[config.mk]
export PLATFORM = sky130hd
export DESIGN_NAME = fp_add_arbiter
export DESIGN_NICKNAME = d
export VERILOG_FILES = /design/src/rtl/fp_add_arbiter_pkg.sv /design/src/rtl/fp_add_arbiter_rr_pick.sv /design/src/rtl/fp_add_arbiter.sv
export SDC_FILE = /design/constraint.sdc
export NUM_CORES = 1
export LEC_CHECK = 0
export CAP_MARGIN = 15
export CORE_MARGIN = 5
export CORE_UTILIZATION = 35
export DETAILED_ROUTE_END_ITERATION = 7
export GPL_TIMING_DRIVEN = 0
export PLACE_DENSITY_LB_ADDON = 0.05
export SYNTH_ARGS = -nofsm -noshare
export SYNTH_HDL_FRONTEND = slang
export SYNTH_HIERARCHICAL = 1
export SYNTH_SLANG_ARGS = --single-unit
[constraint.sdc]
create_clock -name clk -period 9.1 [get_ports clk]
set_input_delay 0.91 -clock clk [delete_from_list [all_inputs] [get_ports clk]]
set_output_delay 0.91 -clock clk [all_outputs]
set_load 0.01 [all_outputs]
[src/rtl/fp_add_arbiter_pkg.sv]
// Shared FP16 constants and sizing defaults for the adder arbiter and its users.
package fp_add_arbiter_pkg;

    localparam int          FP16_W   = 16;
    localparam int          NREQ_DEF = 4;
    localparam int          TAG_W    = $clog2(NREQ_DEF);
    localparam logic [15:0] FP16_ONE = 16'h3C00;
    localparam logic [15:0] FP16_TWO = 16'h4000;

endpackage

[src/rtl/fp_add_arbiter_rr_pick.sv]
// Round-robin picker: one-hot grant for the first request at or after ptr, wrapping.
module rr_pick #(
    parameter int N = 4,
    parameter int W = 2
) (
    input  logic [N-1:0] req,
    input  logic [W-1:0] ptr,
    input  logic         en,
    output logic [N-1:0] gnt,
    output logic [W-1:0] idx
);

    logic         found;
    logic [W-1:0] j;

    always_comb begin
        // NOTE: every output of this block gets a default up front so no path leaves one unassigned (no latch).
        gnt   = '0;
        idx   = '0;
        found = 1'b0;
        j     = '0;
        // NOTE: blocking assignments here so 'found' and 'j' update within the same loop pass.
        for (int k = 0; k < N; k++) begin
            j = W'((int'(ptr) + k) % N);
            if (en && !found && req[j]) begin
                found  = 1'b1;
                gnt[j] = 1'b1;
                idx    = j;
            end
        end
    end

endmodule

[src/rtl/fp_add_arbiter.sv]
// Shares one fixed-latency FP16 adder among NREQ requesters; tags each issue and routes results back in order.
module fp_add_arbiter
    import fp_add_arbiter_pkg::*;
#(
    parameter int NREQ      = NREQ_DEF,
    parameter int TAG_DEPTH = 4
) (
    input  logic                   clk,
    input  logic                   rst,
    input  logic [NREQ-1:0]        req,
    input  logic [FP16_W*NREQ-1:0] req_a,
    input  logic [FP16_W*NREQ-1:0] req_b,
    output logic [NREQ-1:0]        gnt,
    output logic [NREQ-1:0]        rsp_valid,
    output logic [FP16_W-1:0]      rsp_data,
    output logic [FP16_W-1:0]      add_a,
    output logic [FP16_W-1:0]      add_b,
    output logic                   add_en,
    input  logic [FP16_W-1:0]      add_out,
    input  logic                   add_ready,
    output logic                   busy,
    output logic                   err
);

    localparam int IDX_W = (NREQ > 1) ? $clog2(NREQ) : 1;
    localparam int PTR_W = $clog2(TAG_DEPTH);
    localparam int CNT_W = PTR_W + 1;

    logic [IDX_W-1:0] rr_ptr;
    logic [IDX_W-1:0] win;
    logic [PTR_W-1:0] wr_ptr;
    logic [PTR_W-1:0] rd_ptr;
    logic [CNT_W-1:0] count;
    logic [IDX_W-1:0] tag_mem [TAG_DEPTH];
    logic             pick_en;
    logic             push;
    logic             pop;

    // Grants use the registered count, so a pop in the same cycle never frees a slot early.
    assign pick_en = !rst && (count < CNT_W'(TAG_DEPTH));
    assign push    = |(req & gnt);
    assign pop     = add_ready && (count != '0);
    assign busy    = add_en || (count != '0) || (rsp_valid != '0);

    rr_pick #(.N(NREQ), .W(IDX_W)) u_pick (
        .req (req),
        .ptr (rr_ptr),
        .en  (pick_en),
        .gnt (gnt),
        .idx (win)
    );

    // NOTE: sequential state uses non-blocking assignments so all registers update from pre-edge values.
    always_ff @(posedge clk or posedge rst) begin
        if (rst) begin
            rr_ptr <= '0;
            add_en <= 1'b0;
            add_a  <= '0;
            add_b  <= '0;
        end else begin
            add_en <= push;
            if (push) begin
                add_a  <= req_a[win*FP16_W +: FP16_W];
                add_b  <= req_b[win*FP16_W +: FP16_W];
                rr_ptr <= (win == IDX_W'(NREQ - 1)) ? '0 : win + 1'b1;
            end
        end
    end

    always_ff @(posedge clk or posedge rst) begin
        if (rst) begin
            wr_ptr <= '0;
            rd_ptr <= '0;
            count  <= '0;
        end else begin
            if (push) wr_ptr <= wr_ptr + 1'b1;
            if (pop)  rd_ptr <= rd_ptr + 1'b1;
            case ({push, pop})
                2'b10:   count <= count + 1'b1;
                2'b01:   count <= count - 1'b1;
                default: count <= count;
            endcase
        end
    end

    // NOTE: tag storage has no reset; an entry is only read after being written, guarded by count.
    always_ff @(posedge clk) begin
        if (push) tag_mem[wr_ptr] <= win;
    end

    always_ff @(posedge clk or posedge rst) begin
        if (rst) begin
            rsp_valid <= '0;
            rsp_data  <= '0;
            err       <= 1'b0;
        end else begin
            rsp_valid <= pop ? (NREQ'(1) << tag_mem[rd_ptr]) : '0;
            if (pop) rsp_data <= add_out;
            if (add_ready && (count == '0)) err <= 1'b1;
        end
    end

endmodule
## After elaboration in Yosys (flattened, before gate mapping)

Memory sizes are Yosys's and may differ from the RTL's.
Cells that the tools add are included.

| word-level totals | value |
|---|---|
| output and inout port bits | 59 |
| logic and storage cells | 95 |
| flip-flop bits (word level) | 63 |
| bits in writable memories | 8 |
| bits of input ports | 151 |
| memories | 1 |

| operators by class | value |
|---|---|
| order comparisons | 9 |
| mux-type cells | 32 |
| $add $sub $neg | 8 |
| shifts and indexed selects | 3 |
| bitwise logic cells | 4 |
| reduce and logical (&&, ||, !) cells | 25 |
| equality and inequality tests | 3 |

Memory list:

| name | words | width | rd ports | clocked after Yosys merged registers in | write ports | RTL line | text |
|---|---|---|---|---|---|---|---|
| tag_mem | 4 | 2 | 1 | 0 | 1 | fp_add_arbiter.sv:34 | `logic [IDX_W-1:0] tag_mem [TAG_DEPTH];` |

Operator list:

| kind | count |
|---|---|
| $shiftx A64 B7 Y16 | 2 |
| $mux W4 | 5 |
| $logic_and A1 B1 Y1 | 14 |
| $mux W1 | 13 |
| $lt A2 B3 Y1 const B | 4 |
| $or A4 B4 Y4 | 3 |
| $mux W2 | 5 |
| $add A2 B1 Y2 const B | 4 |
| $bmux W1 S2 | 4 |
| $demux W1 S2 | 4 |
| $ge A2 B1 Y1 const B | 4 |
| $pmux W3 S2 | 1 |
| $add A2 B2 Y2 const B | 2 |
| $and A4 B4 Y4 | 1 |
| $eq A2 B2 Y1 const B | 2 |
| $logic_not A1 Y1 | 4 |
| $reduce_bool A4 Y1 | 1 |
| $reduce_or A4 Y1 | 1 |
| $shl A1 B2 Y4 const A | 1 |
| $add A3 B1 Y3 const B | 1 |
| $logic_not A3 Y1 | 1 |
| $lt A3 B3 Y1 const B | 1 |
| $reduce_bool A3 Y1 | 1 |
| $sub A3 B1 Y3 const B | 1 |
| 3 further kinds | 4 |

## Logic depth before layout (Yosys ltp)

Gate-level depths: netlist of run 1.

| logic depth | value |
|---|---|
| depth in word-level cells | 20 |
| mapped depth | 18 |
| gate-level depth less buffers | 15 |

## Hierarchy

Netlist of run 1, hierarchy kept.

By module, submodules not included:

| module | cells each | area an instance (µm²) | times used |
|---|---|---|---|
| fp_add_arbiter | 210 | 3,703.6 | 1 |
| rr_pick | 63 | 531.8 | 1 |

## Worst setup path after synthesis of run 1

Ideal clock, no wire load.

| timing path | value |
|---|---|
| kind | register to register |
| start | register rr_ptr[0] |
| end | register count[1] |
| path buffers | 3 |
| clock period less this slack | 3.824 ns |
| arrival time | 3.699 ns |
| slack | 5.276 ns |
| cell stages (with the launch flop) | 17 |
| path through | dfrtp_1 -> buf_6 -> clkinv_1 -> ha_1 -> buf_2 -> or2_2 -> o211ai_1 -> o21ai_0 -> and3b_2 -> a221o_1 -> a22oi_1 -> nand2_1 -> buf_2 -> inv_1 -> ha_1 -> fa_1 -> mux2_2 |

| on the way | value |
|---|---|
| cells in the longest elaborated chain, start to end | 20 |
| elaborated cells between the ends (all ways) | 57 |
| classes of those cells | 3 x add/sub; 8 x order compare; 2 x eq/ne; 24 x mux; 4 x bitwise; 16 x reduce/logical |

RTL lines:

| element | RTL line | text |
|---|---|---|
| from (decl) | fp_add_arbiter.sv:29 | `logic [IDX_W-1:0] rr_ptr;` |
| from (signal assigned) | fp_add_arbiter.sv:65 | `rr_ptr <= (win == IDX_W'(NREQ - 1)) ? '0 : win + 1'b1;` |
| parallel branches: the longest is 15 deep, another holds $lt A2 B3 Y1 | n/a |  |
| $mux W4 (*) | fp_add_arbiter_rr_pick.sv:25 | `if (en && !found && req[j]) begin` |
| named net gnt[0] | fp_add_arbiter.sv:13 | `output logic [NREQ-1:0] gnt,` |
| $and A4 B4 Y4 (*) | fp_add_arbiter.sv:41 | `assign push = \|(req & gnt);` |
| $reduce_or A4 Y1 (*) | fp_add_arbiter.sv:41 |  |
| named net push | fp_add_arbiter.sv:36 | `logic push;` |
| $eq A2 B1 Y1 or $eq A2 B2 Y1 (tied branches) | fp_add_arbiter.sv:78 | `case ({push, pop})` |
| $pmux W3 S2 or $reduce_bool A2 Y1 (tied branches) | n/a |  |
| to (signal assigned) | fp_add_arbiter.sv:79 | `2'b10: count <= count + 1'b1;` |
| to (signal assigned) | fp_add_arbiter.sv:80 | `2'b01: count <= count - 1'b1;` |
| to (signal assigned) | fp_add_arbiter.sv:81 | `default: count <= count;` |
| to (decl) | fp_add_arbiter.sv:33 | `logic [CNT_W-1:0] count;` |

Mark *: on every way through the listed nets, which the timed path passes. The select of a mux whose other input is x is not followed.
A chain may end at the register's enable or synchronous reset.

## Final worst setup path of run 1

| timing path | value |
|---|---|
| start | register rr_ptr[0] |
| end | output gnt[3] |

| on the way | value |
|---|---|
| cells in the longest elaborated chain, start to end | 16 |
| elaborated cells between the ends (all ways) | 51 |
| classes of those cells | 3 x add/sub; 8 x order compare; 23 x mux; 3 x bitwise; 14 x reduce/logical |

RTL lines:

| element | RTL line |
|---|---|
| parallel branches: the longest is 15 deep, another holds $lt A2 B3 Y1 | n/a |
| $mux W4 (*) | fp_add_arbiter_rr_pick.sv:25 |
| to (decl) | fp_add_arbiter.sv:13 |

Mark *: on every way between the ends. The select of a mux whose other input is x is not followed.

==> impl_metrics.py, run 1 <==
metrics = {
    "power": {
        "p_per_area_nw_per_um2": 280.1,
        "p_leak_uw": 0.002729,
        "peakVddDrop_mv": 0.1293,
        "p_total_uw": 1924,
    },
    "sta": {
        "rsz0062_at_grt": "no",
        "fmax_mhz": 233.7,
        "skew_ns": 0.003609,
        "setup_tns_ns": 0,
        "period_share_pct": 47.02,
        "setup_viol_count_final": 0,
        "period_needed_ns": 4.279,
        "slew-limit-headroom_pct": 37.77,
        "tightest_slew_ns": 0.9335,
        "worst_hold_slack_ns": 0.4563,
        "slew_viol_final": 0,
        "hold_viol_final": 0,
    },
    "cts": {
        "clk_latency_ns": 0.33,
        "htreeDepth": 3,
        "post_cts_buffers": 0,
        "cts_max_path_buffers": 2,
        "cts_resized": 0,
        "clkSlewWorstSetupHoldPaths_ns": 0.06,
        "cts_sinks": 71,
        "tritoncts": "yes",
        "holdBufCountCts": 0,
        "cts_buffers": 9,
        "root_buffer": "clkbuf_16",
    },
    "grt": {
        "grt_max_degree": 34,
        "use_met1_pct": 18.29,
        "grt_busiest_layer": "met2",
        "grt_pass1_wl_um": 18430,
        "use_met2_pct": 28.52,
        "grt_pass1_vias": 3549,
        "overflow": 0,
        "antenna_found_initial": 0,
        "use_met3_pct": 5.561,
        "track_usage_pct": 16.23,
    },
    "worst_setup_path": {
        "reg2reg_slack_ns": 4.85,
        "r2r-start": "rr_ptr[0]",
        "reg2reg_to": "count[1]",
        "path_class": "reg2out",
        "cp-endpoint": "gnt[3]",
        "crit_path_end_kind": "primary output",
        "rr_worst_depth": 16,
        "cp-startpoint": "rr_ptr[0]",
        "arrival_ns": 3.37,
        "worstPathMaxFanout": 10,
        "cp.required_ns": 8.19,
        "worstSetupStartpointType": "register",
    },
    "logic_synthesis": {
        "yosys.area_share.simple_pct": 4.520,
        "synth_top_family_by_area": "multiplexers",
        "synth_xor_area_share_pct": 1.241,
        "synthAdderAreaFrac_pct": 4.609,
        "synthMuxAreaShare_pct": 37.40,
        "seq_area_frac_synth_pct": 42.90,
        "synth_compound_area_share_pct": 4.934,
        "syn-num-nets": 439,
        "syn_area_per_cell_um2": 15.51,
        "netlist_instances": 273,
        "synth_top_flop_cell": "dfrtp_1",
        "ys_types": 42,
        "synth_edf_count": 8,
        "synth_seq_cells": 71,
        "yosysWarnings": 6,
        "synth-async-reset-ratio_pct": 88.73,
        "synth_area_um2": 4235,
    },
    "placement": {
        "post_dp_cell_area_um2": 6531,
        "post-place-cells": 630,
        "gp_congestion": 0.8208,
        "io_buffers": 209,
        "dp_hpwl_um": 9477,
    },
    "floorplan": {
        "die_h_um": 120.0,
        "core_area_um2": 11960,
        "die_area_um2": 14400,
        "die_w_um": 120.0,
        "io_pins": 210,
        "std_cell_rows": 40,
        "start_util_pct": 35.41,
    },
    "routing": {
        "drtAntennaViolNets": 0,
        "routed_wl_um": 11700,
        "vias": 3219,
        "first_pass_iters": 4,
        "drt_iter0_markers": 174,
        "via_per_inst": 4.983,
        "drc_errors": 0,
        "avgRoutedWirePerCell_um": 18.11,
    },
    "finish": {
        "final_area_um2": 6869,
        "antenna_cells": 0,
        "final_cells": 646,
        "drive_above_1_share_pct": 24.85,
        "nNetsFinal": 660,
        "syn2layout_area_growth_pct": 62.19,
    },
    "run": {
        "drv_cap": 0,
    },
    "status": {
        "run_status": "finished clean",
    },
    "hold_path": {
        "hold_path.class": "reg2reg",
    },
}
==> per-layer routing <==
| layer | vias up | part of all wire, % |
|---|---|---|
| li1 | 1502 | - |
| met1 | 1560 | 37 |
| met2 | 146 | 52 |
| met3 | 11 | 9.3 |
| met4 | 0 | 1.5 |
| met5 | - | 0 |
==> kinds of logic (layout without fill, tap and decap cells) <==
group | count (synthesis) | count (layout)
muxes | 94 | 94
adders and majority gates | 15 | 15
DFF | 71 | 71
AOI/OAI and AO/OA | 26 | 26
xor gates and xnor gates | 6 | 6
buffers and inverters | 24 | 250
and+or+nand+nor | 37 | 37
==> critical path: stages (launching register included) <==
cell,delay (ns)
dfrtp_1,0.46
buf_6,0.18
clkinv_1,0.27
ha_1,0.38
buf_2,0.17
or2_2,0.28
o211ai_1,0.08
o21ai_0,0.11
and3b_2,0.27
a221o_1,0.34
clkdlybuf4s50_1,0.50
==> report_power, final <==
part,internal [uW],leakage [uW],switching (uW)
registers,457,0.000821,84.4
logic,609,0.00174,376
clock network,267,0.000166,130
total,1330,0.00273,590
==> final cells by class <==
| type | instances | area [um2] |
|---|---|---|
| flip-flops and latches | 71 | 1817 |
| repair buffers | 210 | 2112 |
| inverters | 8 | 30.03 |
| clock buffers | 10 | 229.0 |
| multi-input cells | 178 | 2232 |
| clock inverters | 6 | 108.9 |
| plain buffers | 16 | 156.4 |
| well taps | 147 | 183.9 |
| fillers | 1032 | 5092 |
==> cells in the mapped netlist (2+ instances only) <==
master,n,share of area (%)
mux4_2,33,18
mux2i_1,3,0.71
buf_1,2,0.18
nor2b_1,3,0.44
mux2_4,30,11
ha_1,14,4.1
a221o_1,4,0.95
dfrtp_1,63,37
buf_12,3,1.4
a21boi_1,4,0.71
nand2_1,7,0.62
xnor2_1,4,0.83
buf_6,4,1.1
inv_1,7,0.62
buf_2,6,0.71
o211ai_1,4,0.71
o41ai_1,2,0.41
xor2_1,2,0.41
mux2_2,25,6.6
a22oi_1,2,0.35
nor2_1,9,0.80
edfxtp_1,8,5.7
nand3_1,5,0.59
o21ai_0,4,0.47
mux4_1,3,1.9
nor3_1,3,0.35
and2_1,4,0.59
==> flip-flops by register name, summed over array words and instances (netlist names) <==
signal     cells
rsp_data      16
rd_ptr         2
rr_ptr         2
count          3
rsp_valid      4
err            1
add_a         16
add_en         1
add_b         16
wr_ptr         2
tag_mem        8
==> worst min-delay path by stage <==
stage                     startpoint       end  slack, ns  cells past startpoint
final                            err       err       0.46                      1
after floorplan             count[2]  count[2]       0.46                      1
after CTS                        err       err       0.46                      1
after global routing             err       err       0.49                      1
after detailed placement         err       err       0.45                      1
after global placement           err       err       0.45                      1
==> cell usage in the layout, fill, tap and decap left out, types with 4 or more instances in the layout <==
cell,synthesis,layout
a21boi_1,4,4
a221o_1,4,4
and2_1,4,4
buf_12,3,4
buf_2,6,6
buf_6,4,4
clkbuf_16,0,9
clkdlybuf4s50_1,0,209
dfrtp_1,63,63
edfxtp_1,8,8
ha_1,14,14
inv_1,7,6
mux2_2,25,25
mux2_4,30,30
mux4_2,33,33
nand2_1,7,7
nand3_1,5,5
nor2_1,9,9
o211ai_1,4,4
o21ai_0,4,4
xnor2_1,4,4
==> per-stage QoR <==
stage	utilization (%)	setup slack, ns
final	57.43	4.821
after global routing	57.43	4.449
after CTS	57.43	4.746
after detailed placement	54.60	4.610
after global placement	54.44	4.554
after floorplan	-	5.276
(Power assumes the default switching activity.)
==> run 2: changes to the inputs <==
==> constraint.sdc (replaced) <==
create_clock -name clk -period 3.8 [get_ports clk]
set_input_delay 0.38 -clock clk [delete_from_list [all_inputs] [get_ports clk]]
set_output_delay 0.38 -clock clk [all_outputs]
set_load 0.01 [all_outputs]
==> run 2 against run 1 <==
Against the previous run:
- die area unchanged
- critical path depth increased by 5
- clock power increased by 110%
- sequential share of layout area decreased by 0.14 points
- wire length decreased by 2.7%
- sequential power increased by 140%
- via count increased by 0.59%
- worst hold slack improved by 0.0059 ns
- final area increased by 0.67%
- worst setup slack got worse by 4.6 ns
- critical endpoint is now count[1]
- largest power group unchanged
==> impl_metrics.py, run 2 (same netlist as run 1, synthesis figures left out) <==
metrics = {
    "routing": {
        "routed_wl_um": 11380,
        "via_per_inst": 4.982,
        "avgRoutedWirePerCell_um": 17.50,
        "vias": 3238,
        "first_pass_iters": 4,
        "drt_iter0_markers": 144,
        "drc_errors": 0,
        "drtAntennaViolNets": 0,
    },
    "power": {
        "peakVddDrop_mv": 0.2466,
        "p_per_area_nw_per_um2": 654.5,
        "p_leak_uw": 0.002741,
    },
    "cts": {
        "cts_sinks": 71,
        "clkSlewWorstSetupHoldPaths_ns": 0.05,
        "clk_latency_ns": 0.33,
        "tritoncts": "yes",
        "cts_buffers": 9,
        "htreeDepth": 3,
        "cts_max_path_buffers": 2,
        "root_buffer": "clkbuf_16",
    },
    "sta": {
        "period_share_pct": 93.82,
        "rsz0062_at_grt": "no",
        "setup_viol_count_final": 0,
        "fmax_mhz": 280.5,
        "period_needed_ns": 3.565,
        "skew_ns": 0.006975,
        "tightest_slew_ns": 0.6707,
        "slew_viol_final": 0,
        "setup_tns_ns": 0,
        "hold_viol_final": 0,
        "worst_hold_slack_ns": 0.4622,
        "slew-limit-headroom_pct": 55.22,
    },
    "worst_setup_path": {
        "crit_slowest_cell": "dfrtp_2",
        "cp.required_ns": 4.00,
        "arrival_ns": 3.77,
        "worstPathMaxFanout": 10,
        "worstSetupStartpointType": "register",
        "crit_path_end_kind": "register",
        "crit_buf_inv": 4,
        "cp_common_cell": "buf_6",
        "path_cells": "buf_6 > inv_2 > ha_4 > nor2b_2 > o211ai_1 > o22ai_2 > and3b_2 > a221o_1 > a22oi_2 > nand2_2 > buf_6 > inv_1 > ha_2 > fa_1 > mux2_2",
        "cp_top_family": "compound AO/OA/AOI/OAI gates",
        "max_stage_delay_ns": 0.43,
        "path_class": "reg2reg",
    },
    "grt": {
        "overflow": 0,
        "grt_pass1_vias": 3660,
        "grt_pass1_wl_um": 18430,
        "antenna_found_initial": 0,
        "grt_max_degree": 35,
        "track_usage_pct": 16.21,
    },
    "run": {
        "drv_cap": 0,
    },
    "finish": {
        "nNetsFinal": 664,
        "syn2layout_area_growth_pct": 63.28,
        "drive_above_1_share_pct": 27.63,
        "multi_input_area_um2": 2275,
        "fillers": 980,
        "layout_commonest_cell": "clkdlybuf4s50_1",
        "antenna_cells": 0,
        "final_cell_mix": "clkdlybuf4s50_1 (209), dfrtp_1 (61), mux4_2 (33), mux2_4 (30), mux2_2 (25)",
        "reg.largest.list": "add_a: 16 flops, add_b: 16 flops, rsp_data: 16 flops",
        "final-seq-area_um2": 1819,
    },
    "floorplan": {
        "io_pins": 210,
        "std_cell_rows": 40,
        "start_util_pct": 35.41,
        "die_w_um": 120.0,
        "die_h_um": 120.0,
        "die_area_um2": 14400,
        "core_area_um2": 11960,
    },
    "hold_path": {
        "hold_path.class": "reg2reg",
    },
    "placement": {
        "dp_hpwl_um": 9235,
        "io_buffers": 209,
        "gp_congestion": 0.7863,
    },
    "status": {
        "run_status": "finished clean",
    },
}
-- run 2: stage by stage --
stage | std cells | cell area, um2 | worst slack [ns] | utilization, % | total power [uW]
floorplan | 273 | 4237 | 0.1076 | - | 2705
global placement | 629 | 6513 | -0.3236 | 54.45 | 3651
detailed placement | 630 | 6533 | -0.3309 | 54.61 | 3685
CTS | 648 | 6857 | 0.01287 | 57.32 | 4562
global route | 650 | 6915 | 0.07174 | 57.81 | 4829
finish | 650 | 6915 | 0.2349 | 57.81 | 4526
-- run 2: layout make-up --
| type | count | share of cell area (%) |
|---|---|---|
| plain buffers | 15 | 2.334 |
| flip-flops and latches | 71 | 26.31 |
| inverters | 8 | 0.5066 |
| clock buffers | 12 | 3.564 |
| multi-input cells | 178 | 32.89 |
| well taps | 147 | 2.660 |
| repair buffers | 215 | 31.08 |
| clock inverters | 4 | 0.6513 |
-- run 2: worst register-to-register path, cell delays in order (launching register included) --
cell      delay (ns)
dfrtp_2         0.43
buf_6           0.15
inv_2           0.13
ha_4            0.25
nor2b_2         0.16
o211ai_1        0.20
o22ai_2         0.11
and3b_2         0.26
a221o_1         0.37
a22oi_2         0.18
nand2_2         0.11
buf_6           0.16
inv_1           0.06
ha_2            0.20
fa_1            0.41
mux2_2          0.28
-- run 2: path summary, 6_finish.rpt --
path	start	endpoint	slack [ns]	cells after the start
setup / recovery	rr_ptr[1]	count[1]	0.23	15
hold / removal	err	err	0.46	1
setup reg to reg	rr_ptr[1]	count[1]	0.23	15
hold reg to reg	err	err	0.46	1
max in group asynchronous	rst	add_b[9]	2.68	3
min in group asynchronous	rst	count[2]	0.51	2
-- run 2: routing by layer --
layer / vias to the layer above / track usage [%] / part of all wire, %
met3: 21 / 5.090 / 8.2
met1: 1555 / 18.23 / 37
met4: 0 / 7.158 / 2.9
met5: - / 0 / 0
li1: 1505 / - / -
met2: 157 / 28.13 / 52
-- run 2: repair_timing --
item / CTS / global route
setup endpoints to repair: 34 / 4
pin swaps: 0 / 3
resized for setup: 8 / 9
hold buffers: 0 / 0
setup buffers: 2 / 3
-- run 2: power breakdown --
group / total, uW / internal [uW] / switching [uW]
sequential: 1290 / 1100 / 192
combinational: 2420 / 1500 / 915
clock: 821 / 523 / 298
total: 4530 / 3120 / 1410
==> run 3: changes to the inputs <==
--- a/config.mk
+++ b/config.mk
@@ -10,7 +10,7 @@
 export CORE_UTILIZATION = 35
 export DETAILED_ROUTE_END_ITERATION = 7
 export GPL_TIMING_DRIVEN = 0
-export PLACE_DENSITY_LB_ADDON = 0.05
+export PLACE_DENSITY = 0.74
 export SYNTH_ARGS = -nofsm -noshare
 export SYNTH_HDL_FRONTEND = slang
 export SYNTH_HIERARCHICAL = 1
==> run 3 against run 2 <==
Against the previous run:
- first-iteration DRC count rose by 22%
- fmax decreased by 3.3%
- final area down 0.22%
- clock-buffer cell count is 3 lower
- sequential share of layout area increased by 0.057 points
- flip-flop and latch count did not move
- worst setup slack worse by 0.12 ns
- clock power down 4.3%
- critical endpoint unchanged
- largest power group unchanged
==> impl_metrics.py, run 3 (same netlist as run 1, synthesis figures left out) <==
metrics = {
    "cts": {
        "clkSlewWorstSetupHoldPaths_ns": 0.06,
        "clk_latency_ns": 0.33,
        "cts_max_path_buffers": 2,
        "root_buffer": "clkbuf_16",
        "htreeDepth": 3,
        "cts_buffers": 9,
        "cts_sinks": 71,
        "tritoncts": "yes",
        "holdBufCountCts": 0,
    },
    "sta": {
        "skew_ns": 0.01017,
        "fmax_mhz": 271.3,
        "worst_hold_slack_ns": 0.4714,
        "setup_viol_count_final": 0,
        "hold_viol_final": 0,
        "period_share_pct": 97.01,
        "period_needed_ns": 3.686,
        "slew-limit-headroom_pct": 54.70,
        "tightest_slew_ns": 0.6786,
        "slew_viol_final": 0,
    },
    "worst_setup_path": {
        "arrival_ns": 3.89,
        "reg2reg_slack_ns": 0.11,
        "max_stage_delay_ns": 0.42,
        "reg2reg_to": "count[1]",
        "worstPathMaxFanout": 10,
        "path_cells": "buf_8 > inv_8 > ha_2 > nor2b_2 > o211ai_1 > o22ai_1 > and3b_2 > a221o_1 > a22oi_2 > nand2_2 > buf_6 > inv_1 > ha_2 > fa_1 > mux2_2",
        "worstSetupStartpointType": "register",
        "crit_slowest_cell": "fa_1",
        "cp.required_ns": 4.00,
        "crit_path_end_kind": "register",
        "path_class": "reg2reg",
        "rr_worst_depth": 15,
        "r2r-start": "rr_ptr[0]",
        "cp-endpoint": "count[1]",
        "cp_common_cell": "ha_2",
        "cp-startpoint": "rr_ptr[0]",
    },
    "floorplan": {
        "core_area_um2": 11960,
        "std_cell_rows": 40,
        "die_area_um2": 14400,
        "start_util_pct": 35.41,
        "die_w_um": 120.0,
        "io_pins": 210,
        "die_h_um": 120.0,
    },
    "power": {
        "p_per_area_nw_per_um2": 654.2,
        "p_leak_uw": 0.002726,
        "peakVddDrop_mv": 0.2801,
    },
    "grt": {
        "use_met1_pct": 19.17,
        "grt_pass1_wl_um": 18760,
        "grt_pass1_vias": 3703,
        "antenna_found_initial": 0,
        "grt_busiest_layer": "met2",
        "grt_max_degree": 34,
        "use_met3_pct": 5.184,
        "overflow": 0,
        "use_met2_pct": 27.99,
        "track_usage_pct": 16.49,
    },
    "hold_path": {
        "hold_path.class": "reg2reg",
    },
    "finish": {
        "antenna_cells": 0,
        "reg.largest.list": "add_a: 16 flops, add_b: 16 flops, rsp_data: 16 flops",
        "nNetsFinal": 664,
        "syn2layout_area_growth_pct": 62.92,
        "final_cells": 650,
        "final_cell_mix": "clkdlybuf4s50_1 (209), dfrtp_1 (61), mux4_2 (33), mux2_4 (30), mux2_2 (25)",
        "final_area_um2": 6900,
        "drive_above_1_share_pct": 28.03,
        "utilization_pct": 57.69,
        "layout_commonest_cell": "clkdlybuf4s50_1",
    },
    "placement": {
        "dp_hpwl_um": 9687,
        "post-place-cells": 630,
        "post_dp_cell_area_um2": 6533,
        "io_buffers": 209,
        "gp_congestion": 0.8479,
    },
    "routing": {
        "via_per_inst": 5.051,
        "drt_iter0_markers": 175,
        "drc_errors": 0,
        "vias": 3283,
        "routed_wl_um": 12030,
        "avgRoutedWirePerCell_um": 18.51,
        "first_pass_iters": 5,
        "drtAntennaViolNets": 0,
    },
    "status": {
        "run_status": "finished clean",
    },
    "run": {
        "drv_cap": 0,
    },
}
run 3: changes by cell type in the layout (fill, tap and decap cells not counted), sizes merged:
| cell | before | now |
|---|---|---|
| clkinv | 4 | 0 |
| inv | 7 | 12 |
| bufinv | 1 | 0 |
| clkinvlp | 0 | 3 |
| clkbuf | 13 | 10 |
run 3: layout make-up:
type                    instances  area (um2)
well taps                     147       183.9
flip-flops and latches         71        1819
clock inverters                 7       58.81
fillers                       946        5061
plain buffers                  15       161.4
multi-input cells             178        2261
clock buffers                   9       225.2
inverters                       8       41.29
repair buffers                215        2150
run 3: per-layer routing:
layer / share of wire, % / wire length (um)
met5: 0 / 0
met4: 3.0 / 357
met3: 8.5 / 1020
met2: 51 / 6115
met1: 38 / 4539
run 3: metrics by stage:
step	power [uW]	setup TNS, ns	setup WS (ns)
floorplan	2705	0	0.1076
global placement	3640	-6.835	-0.3443
detailed placement	3702	-8.152	-0.4259
CTS	4559	0	0.01133
global route	4791	-0.005973	-0.005396
finish	4514	0	0.1137
run 3: worst min path at each step:
stage | from | to | cells after the start
after floorplan | count[2] | count[2] | 1
after global placement | err | err | 1
after detailed placement | err | err | 1
after CTS | err | err | 1
after global routing | err | err | 1
final | err | err | 1
run 3: what timing repair did:
| action | CTS | global route |
|---|---|---|
| gates resized for setup | 9 | 8 |
| setup buffers | 4 | 1 |
| setup endpoints to repair | 34 | 31 |
| endpoints found under the hold margin | 0 | 0 |
| pin swaps | 1 | 5 |
run 3: where the power goes:
group | leakage (uW) | switching [uW] | internal, uW
Clock | 0.000134 | 334 | 453
Combinational | 0.00177 | 939 | 1500
Sequential | 0.000819 | 195 | 1100
run 3: worst max-delay path: cells and delay by family, from the launching register on:
| kind | cells | cell delay (ns) |
|---|---|---|
| AOI/OAI and AO/OA | 4 | 0.88 |
| adders and majority gates | 3 | 0.95 |
| buffers and inverters | 4 | 0.46 |
| DFF | 1 | 0.41 |
| muxes | 1 | 0.27 |
| and+or+nand+nor | 3 | 0.58 |
